==> config.mk <==
export PLATFORM = sky130hd
export DESIGN_NAME = seg_scan_display
export DESIGN_NICKNAME = d
export VERILOG_FILES = /design/src/rtl/seg_pkg.sv /design/src/rtl/seg_hex_decoder.sv /design/src/rtl/seg_scan_display.sv
export SDC_FILE = /design/constraint.sdc
export NUM_CORES = 1
export LEC_CHECK = 0
export BUFFER_PORTS_ARGS = -buffer_cell sky130_fd_sc_hd__buf_2
export CAP_MARGIN = 20
export CORE_MARGIN = 10
export CORE_UTILIZATION = 45
export CTS_BUF_LIST = sky130_fd_sc_hd__clkbuf_4 sky130_fd_sc_hd__clkbuf_8 sky130_fd_sc_hd__clkbuf_16
export CTS_CLUSTER_DIAMETER = 40
export DETAILED_ROUTE_END_ITERATION = 10
export GPL_ROUTABILITY_DRIVEN = 0
export PLACE_DENSITY_LB_ADDON = 0.1
export SETUP_SLACK_MARGIN = 0.1
export SYNTH_ARGS = -nofsm -noshare
export SYNTH_HDL_FRONTEND = slang
export SYNTH_SLANG_ARGS = --single-unit
==> constraint.sdc <==
create_clock -name clk -period 3.2 [get_ports clk]
set_input_delay 0.16 -clock clk [delete_from_list [all_inputs] [get_ports clk]]
set_output_delay 0.16 -clock clk [all_outputs]
set_load 0.1 [all_outputs]
==> src/rtl/seg_pkg.sv <==
`default_nettype none
// +--------------------------------------------------------------------------+
// | seg_pkg : active-low 7-segment glyph constants, bit order {g,f,e,d,c,b,a} |
// | Revision: 1.0                                                            |
// +--------------------------------------------------------------------------+
package seg_pkg;

   localparam logic [6:0] c_seg_blank = 7'h7F;

   // Index n holds the glyph for hex digit n (0-9, A, b, C, d, E, F).
   localparam logic [15:0][6:0] c_seg_glyphs = {
      7'h0E, 7'h06, 7'h21, 7'h46, 7'h03, 7'h08, 7'h10, 7'h00,
      7'h78, 7'h02, 7'h12, 7'h19, 7'h30, 7'h24, 7'h79, 7'h40
   };

endpackage
`default_nettype wire

==> src/rtl/seg_hex_decoder.sv <==
`default_nettype none
// +--------------------------------------------------------------------------+
// | seg_hex_decoder : combinational 4-bit nibble to active-low 7-seg glyph    |
// | Revision: 1.0                                                            |
// +--------------------------------------------------------------------------+
module seg_hex_decoder
   import seg_pkg::*;
(
   input  logic [3:0] nibble_i,
   output logic [6:0] glyph_o
);

   assign glyph_o = c_seg_glyphs[nibble_i];

endmodule
`default_nettype wire

==> src/rtl/seg_scan_display.sv <==
`default_nettype none
// +--------------------------------------------------------------------------+
// | seg_scan_display : multiplexed hex 7-seg driver with PWM brightness and   |
// | frame-synchronous commit. SEG_SCAN_LZB_EN enables leading-zero blanking.  |
// | Revision: 1.0                                                            |
// +--------------------------------------------------------------------------+
module seg_scan_display
   import seg_pkg::*;
#(
   parameter int NUM_DIGITS = 8,
   parameter int SCAN_DIV   = 5000,
   parameter int PWM_BITS   = 3
) (
   input  logic                    clk,
   input  logic                    rst_n,
   input  logic                    wr_en,
   input  logic [4*NUM_DIGITS-1:0] wr_data,
   input  logic [NUM_DIGITS-1:0]   wr_dp,
   input  logic [PWM_BITS-1:0]     bright,
   output logic [NUM_DIGITS-1:0]   led_en,
   output logic [6:0]              seg,
   output logic                    led_dp,
   output logic                    frame_tick,
   output logic                    pending
);

   localparam int PHASE_LEN = SCAN_DIV >> PWM_BITS;
   localparam int PCW       = (PHASE_LEN > 1) ? $clog2(PHASE_LEN) : 1;
   localparam int IW        = $clog2(NUM_DIGITS);

   localparam logic [PCW-1:0]        c_phase_cnt_last = PCW'(PHASE_LEN - 1);
   localparam logic [PWM_BITS-1:0]   c_phase_last     = '1;
   localparam logic [IW-1:0]         c_idx_last       = IW'(NUM_DIGITS - 1);
   localparam logic [NUM_DIGITS-1:0] c_one_hot0       = NUM_DIGITS'(1);

   // Slot position is tracked as (phase, cycle-within-phase) so that PWM
   // phase needs no divider when the phase length is not a power of two.
   logic [PCW-1:0]          pcnt_q, pcnt_d;
   logic [PWM_BITS-1:0]     phase_q, phase_d;
   logic [IW-1:0]           idx_q, idx_d;
   logic [4*NUM_DIGITS-1:0] shd_data_q, shd_data_d, act_data_q, act_data_d;
   logic [NUM_DIGITS-1:0]   shd_dp_q, shd_dp_d, act_dp_q, act_dp_d;
   logic                    pending_q, pending_d;
   logic [NUM_DIGITS-1:0]   led_en_q, led_en_d;
   logic [6:0]              seg_q, seg_d;
   logic                    led_dp_q, led_dp_d;

   logic       slot_end;
   logic       frame_wrap;
   logic       lit;
   logic [3:0] cur_nib;
   logic       cur_dp;
   logic       cur_blank;
   logic [6:0] cur_glyph;

   always_comb begin
      slot_end   = (pcnt_q == c_phase_cnt_last) && (phase_q == c_phase_last);
      frame_wrap = slot_end && (idx_q == c_idx_last);

      pcnt_d  = (pcnt_q == c_phase_cnt_last) ? '0 : pcnt_q + 1'b1;
      phase_d = phase_q;
      if (pcnt_q == c_phase_cnt_last) begin
         phase_d = phase_q + 1'b1;
      end
      idx_d = idx_q;
      if (slot_end) begin
         idx_d = (idx_q == c_idx_last) ? '0 : idx_q + 1'b1;
      end
   end

   // A write landing on the wrap cycle bypasses the shadow and commits directly.
   always_comb begin
      shd_data_d = shd_data_q;
      shd_dp_d   = shd_dp_q;
      act_data_d = act_data_q;
      act_dp_d   = act_dp_q;
      pending_d  = pending_q;
      if (wr_en) begin
         shd_data_d = wr_data;
         shd_dp_d   = wr_dp;
         pending_d  = 1'b1;
      end
      if (frame_wrap) begin
         pending_d  = 1'b0;
         act_data_d = wr_en ? wr_data : shd_data_q;
         act_dp_d   = wr_en ? wr_dp   : shd_dp_q;
      end
   end

   always_comb begin
      cur_nib = '0;
      cur_dp  = 1'b0;
      for (int i = 0; i < NUM_DIGITS; i++) begin
         if (idx_q == IW'(i)) begin
            cur_nib = act_data_q[4*i +: 4];
            cur_dp  = act_dp_q[i];
         end
      end
   end

`ifdef SEG_SCAN_LZB_EN
   logic [IW-1:0] msd;

   // Digits above the highest non-zero nibble are blanked; digit 0 never is.
   always_comb begin
      msd = '0;
      for (int i = 0; i < NUM_DIGITS; i++) begin
         if (act_data_q[4*i +: 4] != 4'h0) begin
            msd = IW'(i);
         end
      end
      cur_blank = (idx_q > msd);
   end
`else
   assign cur_blank = 1'b0;
`endif

   seg_hex_decoder u_hex_decoder (
      .nibble_i (cur_nib),
      .glyph_o  (cur_glyph)
   );

   assign lit = (phase_q <= bright);

   always_comb begin
      led_en_d = '1;
      seg_d    = c_seg_blank;
      led_dp_d = 1'b1;
      if (lit) begin
         led_en_d = ~(c_one_hot0 << idx_q);
         seg_d    = cur_blank ? c_seg_blank : cur_glyph;
         led_dp_d = ~cur_dp;
      end
   end

   always_ff @(posedge clk or negedge rst_n) begin
      if (!rst_n) begin
         pcnt_q     <= '0;
         phase_q    <= '0;
         idx_q      <= '0;
         shd_data_q <= '0;
         shd_dp_q   <= '0;
         act_data_q <= '0;
         act_dp_q   <= '0;
         pending_q  <= 1'b0;
         led_en_q   <= '1;
         seg_q      <= c_seg_blank;
         led_dp_q   <= 1'b1;
      end else begin
         pcnt_q     <= pcnt_d;
         phase_q    <= phase_d;
         idx_q      <= idx_d;
         shd_data_q <= shd_data_d;
         shd_dp_q   <= shd_dp_d;
         act_data_q <= act_data_d;
         act_dp_q   <= act_dp_d;
         pending_q  <= pending_d;
         led_en_q   <= led_en_d;
         seg_q      <= seg_d;
         led_dp_q   <= led_dp_d;
      end
   end

   assign led_en     = led_en_q;
   assign seg        = seg_q;
   assign led_dp     = led_dp_q;
   assign frame_tick = frame_wrap;
   assign pending    = pending_q;

endmodule
`default_nettype wire

==> reports/results.tsv, run 1 <==
metric	value	unit
P_leak	3.12	nW
Setup Viol. Count Final	0	
Initial Util	45.9	%
Crit. End Element	register	
Post-synth ARST share	100	%
syn nets	467	
Syn Area/Cell	13.0	sq um
#FFs+latches synth	113	
Die ar.	16400	sq um
GRT Util Overall	14.0	%
Place WS	0.240	ns
Mapped Area	5250	sq um
CP cell instances	ha_1 -> ha_1 -> or2_2 -> a221oi_1 -> o22ai_1 -> o2bb2ai_1 -> inv_1 -> ha_1 -> nor2_1 -> a22o_1 -> a211oi_1	
Seq/Total Area, Yosys	54.3	%
startpoint types	register	
Root Driver	clkbuf_16	
Final ANT Viol Nets	0	
vias per inst	5.23	
GRT Residual Overflow	0	
slowest library cell on the worst path	dfrtp_1	
Worst-path clk slew	0.05	ns
post-CTS setup buffer count	0	
IO Count	64	
first-pass GRT wire length	18300	um
EDFF count, synth	0	
outcome	complete, no violations	
Power Density	615	nW/um^2
Yosys warning total	0	
Die W	128	um
max-slew violations	0	
DP HPWL	7580	um
Die H	128	um
Setup TNS	0	ns
buffers added on ports	63	
routed length per placed instance	16.7	um
Mapped Cells	402	
Setup Skew	0.00731	ns
CTS buffer count	17	
Critical Setup Path Class	reg2reg	
Worst Path Arrival	3.16	ns
cell area after layout	6590	sq um
Netlist cell types	50	
number of max-cap violations	0	
worst hold-check path type	in2reg	
Final Hold Fails	0	
Slew headroom	37.3	%
worst IR drop on VDD	0.373	mV
Bufs and invs on worst path	1	
vias in the first global route	3614	
Sink Count	113	
Critical Path Fanout Max	7	
number of antenna violations at the first check in global routing	0	
CTS tree	yes	
CP top delay family	compound AO/OA/AOI/OAI gates	
drt drc	0	
period utilisation layout	89.1	%
Area growth, synth to finish	25.7	%
layout cells sized above 1	41.5	%
routed wire length	10800	um
Core Rows	39	
H-tree levels	4	
largest net degree at the start of global routing	51	
final net count	556	
placed inst area	5720	sq um
clk_lat worst skew	0.40	ns
Final min period	2.85	ns
fmax	351	MHz
prevailing post-synth register cell	dfrtp_1	
Worst-Margin Slew	0.941	ns
Core Region	11400	sq um
final worst slack	0.348	ns
RSZ-0062 raised after global routing	no	
Worst Path Required	3.51	ns
Starting DRT DRC Count	254	
Layout Utilization	57.7	%
max incr delay on CP	0.43	ns
Pre-antenna DRT Iters	4	
most frequent CP cell	ha_1	
Vias	3387	
Clock Path Buffers	2	
# diodes	0	
power by group:
group / switching, W / total (W) / internal (W)
clock: 0.000618 / 0.00215 / 0.00153
sequential: 0.0000326 / 0.00156 / 0.00153
combinational: 0.000201 / 0.000347 / 0.000146
cells in the mapped netlist (4+ instances only):
library cell / count / share of area [%]
dfrtp_1: 97 / 46
mux2_2: 44 / 9.4
mux2_4: 39 / 11
nand2_1: 29 / 2.1
inv_1: 20 / 1.4
ha_1: 19 / 4.5
dfstp_2: 16 / 8.0
a21oi_1: 15 / 1.4
nor2_1: 14 / 1.0
o21ai_0: 13 / 1.2
clkbuf_1: 10 / 0.72
nand3_1: 9 / 0.86
nand3b_1: 6 / 0.86
a221oi_1: 5 / 0.83
buf_6: 4 / 0.86
mux2i_1: 4 / 0.76
xnor2_1: 4 / 0.67
kinds of logic (layout without fill, tap and decap cells):
group / Yosys count / in the layout / share of synthesized area (%)
xor+xnor: 6 / 6 / 1.00
simple gates: 74 / 74 / 7.08
flops: 113 / 113 / 54.3
buf+inv: 39 / 141 / 3.48
fa+ha+maj: 19 / 19 / 4.53
mux: 87 / 87 / 21.4
compound gates: 64 / 64 / 8.23
cell usage in the layout (no fill, tap or decap), drive strengths merged, types with 2 or more instances in the layout:
cell type	n
o2bb2ai	2
a21oi	15
nor3b	2
or2	2
o21ai	13
dlygate4sd3	18
o221ai	2
xnor2	4
nand2	29
inv	20
ha	19
dfrtp	97
dfstp	16
nor2b	3
nand3	10
o22ai	3
mux2	83
bufinv	6
a221oi	5
xor2	2
nor2	15
nand3b	6
a211oi	2
a2bb2oi	3
nor3	3
mux2i	4
clkinv	5
clkbuf	21
a32oi	2
o211ai	3
buf	71
a21o	2
a31oi	3
layout make-up:
cell class              instances  area (sq um)
clock buffers                  21           480
fillers                       955          4830
repair buffers                 89           586
inverters                      20          75.1
well taps                     143           179
clock inverters                11           205
flip-flops and latches        113          2850
multi-input cells             250          2220
worst register-to-register path: cells and delay by family, from the launching register on:
family / cells / cell delay [ns]
compound gates: 5 / 1.11
fa+ha+maj: 3 / 0.68
flops: 1 / 0.43
simple gates: 2 / 0.41
buf+inv: 1 / 0.14
sequential cells by signal, indices dropped and copies added (netlist names), 3 cells and up:
register,count
act_data_q,32
led_en,8
seg,7
act_dp_q,8
pcnt_q,10
idx_q,3
shd_data_q,32
phase_q,3
shd_dp_q,8
through the flow:
step / cells / hold slack [ns] / total power (W)
final: 647 / 0.0147 / 0.00406
after global routing: 647 / 0.00765 / 0.00421
after CTS: 647 / 0.00111 / 0.00411
after detailed placement: 597 / 0.231 / 0.00192
after global placement: 597 / 0.221 / 0.00191
after floorplan: 402 / -0.136 / 0.00181
path summary, 6_finish.rpt:
check | start | slack, ns | depth (start not counted) | endpoint
max reg2reg | idx_q[0] | 0.35 | 11 | seg[0]
min | wr_data[5] | 0.01 | 2 | shd_data_q[5]
max in group asynchronous | rst_n | 1.99 | 3 | seg[4]
min reg2reg | pcnt_q[0] | 0.49 | 1 | pcnt_q[0]
max | idx_q[0] | 0.35 | 11 | seg[0]
min in group asynchronous | rst_n | 0.32 | 2 | shd_data_q[15]
routing by layer:
metal	wire (um)	track usage [%]
met3	574	5.17
met4	142	5.70
met1	5120	18.2
met5	0	0
met2	4980	20.7
timing repair:
item / in CTS / in global routing
resized for setup: 0 / 2
hold buffers: 18 / 0
hold endpoints to repair: 64 / 0
setup endpoints to repair: 0 / 3
No activity file was read; power rests on OpenSTA's default activity.
==> run 2, diff against run 1 <==
- ABC_CLOCK_PERIOD_IN_PS: not set -> 3200
- BUFFER_PORTS_ARGS: -buffer_cell sky130_fd_sc_hd__buf_2 -> not set
- DONT_BUFFER_PORTS: not set -> 1
- RECOVER_POWER: not set -> 25
==> run 2 against run 1 <==
Effect of this change: the flow now finishes with violations (max-capacitance violations, max-slew violations); worst hold slack gained 0.12 ns; die area is the same; register-to-register slack improved by 0.06 ns; sequential cell count did not move; fmax grew 2.1%; clock power shrank 19%; cell area decreased by 3.1%; critical path depth unchanged.
==> reports/results.tsv, run 2 (synthesized netlist as in run 1, its figures left out) <==
metric	value	unit	change
outcome	finished with violations		was complete, no violations
failing checks	max-capacitance violations, max-slew violations		
GRT Residual Overflow	0		unchanged
Worst Path Required	3.52	ns	was 3.51 ns
Setup Viol. Count Final	0		unchanged
Die W	128	um	unchanged
Worst Path Arrival	3.11	ns	was 3.16 ns
Clock Path Buffers	2		unchanged
Core Region	11400	sq um	unchanged
Crit. End Element	register		unchanged
Fin Hold WS	0.139	ns	was 0.0147 ns
period utilisation layout	87.3	%	was 89.1%
Final min period	2.79	ns	was 2.85 ns
Area growth, synth to finish	21.9	%	was 25.7%
Pre-antenna DRT Iters	7		was 4
Post-Layout Cell Count	609		was 647
Cells after DPL	536		was 597
final net count	520		was 556
Setup Skew	0.00925	ns	was 0.00731 ns
GRT Util Overall	13.9	%	was 14.0%
H-tree levels	4		unchanged
first-pass GRT wire length	18100	um	was 18,300 um
Starting DRT DRC Count	173		was 254
Initial Util	45.9	%	unchanged
Final Hold Fails	0		unchanged
startpoint types	register		unchanged
CTS buffer count	17		unchanged
routed length per placed instance	17.8	um	was 16.7 um
Root Driver	clkbuf_16		unchanged
buffers added on ports	0		was 63
Largest regs	act_data_q: 32 flops, shd_data_q: 32 flops, pcnt_q: 10 flops		unchanged
Slew headroom	-61.3	%	was 37.3%
Final ANT Viol Nets	0		unchanged
number of max-cap violations	1		was 0
Worst-Margin Slew	2.42	ns	was 0.941 ns
layout cells sized above 1	27.7	%	was 41.5%
vias in the first global route	3423		was 3,614
Power Density	570	nW/um^2	was 615 nW/um^2
RSZ-0062 raised after global routing	no		unchanged
clk_lat worst skew	0.41	ns	was 0.40 ns
vias per inst	5.32		was 5.23
fmax	358	MHz	was 351 MHz
worst hold-check path type	in2reg		unchanged
largest net degree at the start of global routing	114		was 51
max-slew violations	114		was 0
IO Count	64		unchanged
number of antenna violations at the first check in global routing	0		unchanged
worst IR drop on VDD	0.585	mV	was 0.373 mV
Die ar.	16400	sq um	unchanged
CTS tree	yes		unchanged
P_leak	2.93	nW	was 3.12 nW
Layout Utilization	56.0	%	was 57.7%
most common cell after layout, fill and taps aside	dfrtp_1		unchanged
Core Rows	39		unchanged
DP HPWL	7420	um	was 7580 um
routed wire length	10800	um	unchanged
most frequent cells in the layout	dfrtp_1 (97), dlygate4sd3_1 (41), mux2_4 (39)		was dfrtp_1 (97), buf_2 (61), mux2_2 (44)
drt drc	0		unchanged
Critical Setup Path Class	reg2reg		unchanged
Vias	3239		was 3,387
Fill cells	921		was 955
# diodes	0		unchanged
Sink Count	113		unchanged
Worst-path clk slew	0.05	ns	about the same
Setup TNS	0	ns	unchanged
Die H	128	um	unchanged
Critical Path Fanout Max	15		was 7
## run 2: cell types whose count changed in the layout (fill, tap and decap cells not counted), moves of 2 or more
| cell | previous run | this run |
|---|---|---|
| buf_4 | 8 | 10 |
| mux2_2 | 44 | 26 |
| mux2_1 | 0 | 18 |
| bufinv_16 | 6 | 1 |
| dlygate4sd3_1 | 18 | 41 |
| clkbuf_4 | 0 | 4 |
| buf_2 | 61 | 1 |
| buf_12 | 2 | 0 |
## run 2: area by class of cell
cell class | instances | area, sq um | share of cell area, %
tap | 143 | 179 | 2.80
timing repair buffer | 53 | 518 | 8.10
clock inverter | 6 | 57.6 | 0.901
inverter | 20 | 75.1 | 1.17
clock buffer | 24 | 497 | 7.77
sequential | 113 | 2850 | 44.6
multi-input combinational | 250 | 2220 | 34.7
## run 2: path summary, 6_finish.rpt
| check | from | slack [ns] | depth (start not counted) | to |
|---|---|---|---|---|
| worst max-delay path | idx_q[0] | 0.41 | 11 | seg[0] |
| worst min-delay path | wr_en | 0.14 | 3 | pending |
| worst max register to register | idx_q[0] | 0.41 | 11 | seg[0] |
| worst min register to register | pcnt_q[0] | 0.49 | 1 | pcnt_q[0] |
| max in group asynchronous | rst_n | 0.69 | 2 | act_data_q[31] |
| min in group asynchronous | rst_n | 1.03 | 2 | shd_data_q[10] |
## run 2: timing repair
item | CTS | global route
endpoints found under the hold margin | 154 | 0
buffers inserted | 0 | 0
setup endpoints to repair | 0 | 1
resized for setup | 0 | 1
hold buffers | 43 | 0
## run 2: through the flow
| stage | area (sq um) | setup slack, ns | total power, W |
|---|---|---|---|
| floorplan | 5250 | 0.517 | 0.00181 |
| global placement | 5390 | 0.451 | 0.00184 |
| detailed placement | 5390 | 0.349 | 0.00185 |
| CTS | 6410 | 0.324 | 0.00370 |
| global route | 6390 | 0.116 | 0.00378 |
| finish | 6390 | 0.407 | 0.00364 |
## run 2: critical path: stages (launching register included)
cell and delay [ns]:
dfrtp_1 0.42, inv_1 0.10, ha_1 0.48, a21oi_1 0.09, a221oi_1 0.32, o22ai_1 0.12
o2bb2ai_1 0.26, inv_1 0.14, ha_1 0.24, nor2_1 0.09, a22o_1 0.23, a211oi_1 0.20
## run 2: metal layers
metal	wire length (um)	part of all wire (%)	vias to the layer above	track usage [%]
met5	0	0	-	0
met4	163	1.5	0	5.89
met3	580	5.4	15	4.84
met2	5010	46	79	20.4
met1	5060	47	1611	18.1
li1	-	-	1534	-
## run 2: report_power, final
part           switching [W]  internal (W)
registers           0.000116       0.00153
clock network       0.000605       0.00114
logic               0.000112      0.000136
==> run 3, diff against run 2 <==
- PLACE_DENSITY: not set -> 0.62
- PLACE_DENSITY_LB_ADDON: 0.1 -> not set
==> run 3 against run 2 <==
Effect of this change: the flow still finishes with violations (max-capacitance violations, max-slew violations); via count decreased by 1.0%; largest power group unchanged; sequential power about the same; global-route usage decreased by 0.16 points; fmax decreased by 0.36%; combinational power about the same; sequential share of layout area decreased by 0.26 points; wire length decreased by 1.7%; clock power increased by 9%.
==> reports/results.tsv, run 3 (synthesized netlist as in run 1, its figures left out) <==
metric	value	unit	change
buffers added on ports	0		unchanged
routed wire length	10600	um	was 10,800 um
number of max-cap violations	1		unchanged
Die H	128	um	unchanged
Final min period	2.80	ns	was 2.79 ns
vias per inst	5.29		was 5.32
Critical Setup Path Class	reg2reg		unchanged
Starting DRT DRC Count	136		was 173
Worst Path Arrival	3.13	ns	was 3.11 ns
Critical Path Fanout Max	7		was 15
worst IR drop on VDD	0.392	mV	was 0.585 mV
IO Count	64		unchanged
# diodes	0		unchanged
Core Rows	39		unchanged
number of antenna violations at the first check in global routing	0		unchanged
Final Hold Fails	0		unchanged
Net Sw Power	0.000828	W	was 0.000834 W
fmax	357	MHz	was 358 MHz
drt drc	0		unchanged
max layer used	met4		unchanged
Combinational Power Share	6.5	%	was 6.8%
Sink Count	113		unchanged
CTS buffer count	17		unchanged
part of the power in registers	43.4	%	was 45.2%
final worst slack	0.397	ns	was 0.407 ns
GRT Residual Overflow	0		unchanged
Initial Util	45.9	%	unchanged
clock share of power	50.1	%	was 48.0%
clk_lat worst skew	0.41	ns	about the same
first-pass GRT wire length	17800	um	was 18,100 um
Setup Viol. Count Final	0		unchanged
P_leak	2.95	nW	was 2.93 nW
vias in the first global route	3469		was 3,423
Final ANT Viol Nets	0		unchanged
final net count	517		was 520
Slew headroom	-58.4	%	was -61.3%
Die W	128	um	unchanged
Root Driver	clkbuf_16		unchanged
cell area after layout	6430	sq um	was 6390 sq um
Multi-input gate area	2220	sq um	about the same
Largest regs	act_data_q: 32 flops, shd_data_q: 32 flops, pcnt_q: 10 flops		unchanged
largest net degree at the start of global routing	114		unchanged
CTS tree	yes		unchanged
Clock Path Buffers	2		unchanged
RSZ-0062 raised after global routing	yes		was no
H-tree levels	4		unchanged
Core Region	11400	sq um	unchanged
met3 wire length	453	um	was 580 um
Power Density	590	nW/um^2	was 570 nW/um^2
sequential cell area	2850	sq um	unchanged
routed length per placed instance	17.5	um	was 17.8 um
Pre-antenna DRT Iters	5		was 7
Fill cells	964		was 921
switching share of power	21.8	%	was 22.9%
Worst-Margin Slew	2.38	ns	was 2.42 ns
most common cell after layout, fill and taps aside	dfrtp_1		unchanged
failing checks	max-capacitance violations, max-slew violations		unchanged
worst hold-check path type	in2reg		unchanged
GRT Util Overall	13.7	%	was 13.9%
Worst Path Required	3.52	ns	about the same
max-slew violations	114		unchanged
placed inst area	5380	sq um	was 5390 sq um
post-CTS setup buffer count	0		unchanged
layout cells sized above 1	27.6	%	was 27.7%
Fin Hold WS	0.133	ns	was 0.139 ns
total power	0.00380	W	was 0.00364 W
Place WS	0.232	ns	was 0.349 ns
period utilisation layout	87.6	%	was 87.3%
DP HPWL	7420	um	about the same
met2 wire len	5170	um	was 5010 um
Worst-path clk slew	0.05	ns	about the same
Setup Skew	0.0103	ns	was 0.00925 ns
Die ar.	16400	sq um	unchanged
Area growth, synth to finish	22.6	%	was 21.9%
Crit. End Element	register		unchanged
most frequent cells in the layout	dfrtp_1 (97), dlygate4sd3_1 (41), mux2_4 (39)		unchanged
outcome	finished with violations		unchanged
Setup TNS	0	ns	unchanged
wl on met1	4780	um	was 5060 um
Power Internal	0.00297	W	was 0.00281 W
Vias	3206		was 3,239
startpoint types	register		unchanged
-- run 3: cell types whose count changed in the layout (fill, tap and decap cells not counted), sizes merged --
cell,before,now
buf,12,9
bufinv,1,3
clkinv,4,3
clkinvlp,1,0
-- run 3: path summary, 6_finish.rpt --
kind                       startpoint            end  slack (ns)  cells past startpoint
min in group asynchronous       rst_n      pcnt_q[0]        1.03                      2
hold / removal                  wr_en        pending        0.13                      3
setup reg to reg             idx_q[0]         seg[0]        0.40                     11
hold reg to reg             pcnt_q[0]      pcnt_q[0]        0.49                      1
max in group asynchronous       rst_n  act_data_q[7]        0.75                      2
setup / recovery             idx_q[0]         seg[0]        0.40                     11
-- run 3: power by group through the flow --
stage	logic, W	clock network, W	registers [W]
3_3_place_gp	0.000170	0	0.00167
2_1_floorplan	0.000153	0	0.00165
6_report	0.000245	0.00190	0.00165
5_1_grt	0.000273	0.00201	0.00166
4_1_cts	0.000260	0.00194	0.00165
3_5_place_dp	0.000173	0	0.00167
-- run 3: worst max-delay path, stage by stage (launching register included) --
cell	delay [ns]
dfrtp_1	0.43
ha_1	0.26
ha_1	0.19
or2_2	0.31
a221oi_1	0.21
o22ai_1	0.12
o2bb2ai_1	0.25
inv_1	0.14
ha_1	0.25
nor2_1	0.09
a22o_1	0.27
a211oi_1	0.21
-- run 3: through the flow --
| step | std cells | util (%) |
|---|---|---|
| 3_3_place_gp | 533 | 47.1 |
| 2_1_floorplan | 402 | - |
| 5_1_grt | 606 | 56.3 |
| 3_5_place_dp | 533 | 47.1 |
| 6_report | 606 | 56.3 |
| 4_1_cts | 606 | 56.4 |
-- run 3: cell type report --
type                       count  share of cell area (%)
timing repair buffer          50                    7.79
clock inverter                 6                    1.63
clock buffer                  24                    7.73
tap                          143                    2.78
inverter                      20                    1.17
sequential                   113                    44.3
multi-input combinational    250                    34.6
-- run 3: repair_timing --
action / 4_1_cts / 5_1_grt
endpoints found under the setup margin: 0 / 6
resized for setup: 0 / 2
hold endpoints to repair: 154 / 0
hold buffers: 43 / 0
-- run 3: per-layer routing --
metal	GRT usage [%]	up-vias
li1	-	1530
met1	16.9	1596
met2	21.2	63
met3	5.25	17
met4	5.17	0
met5	0	-
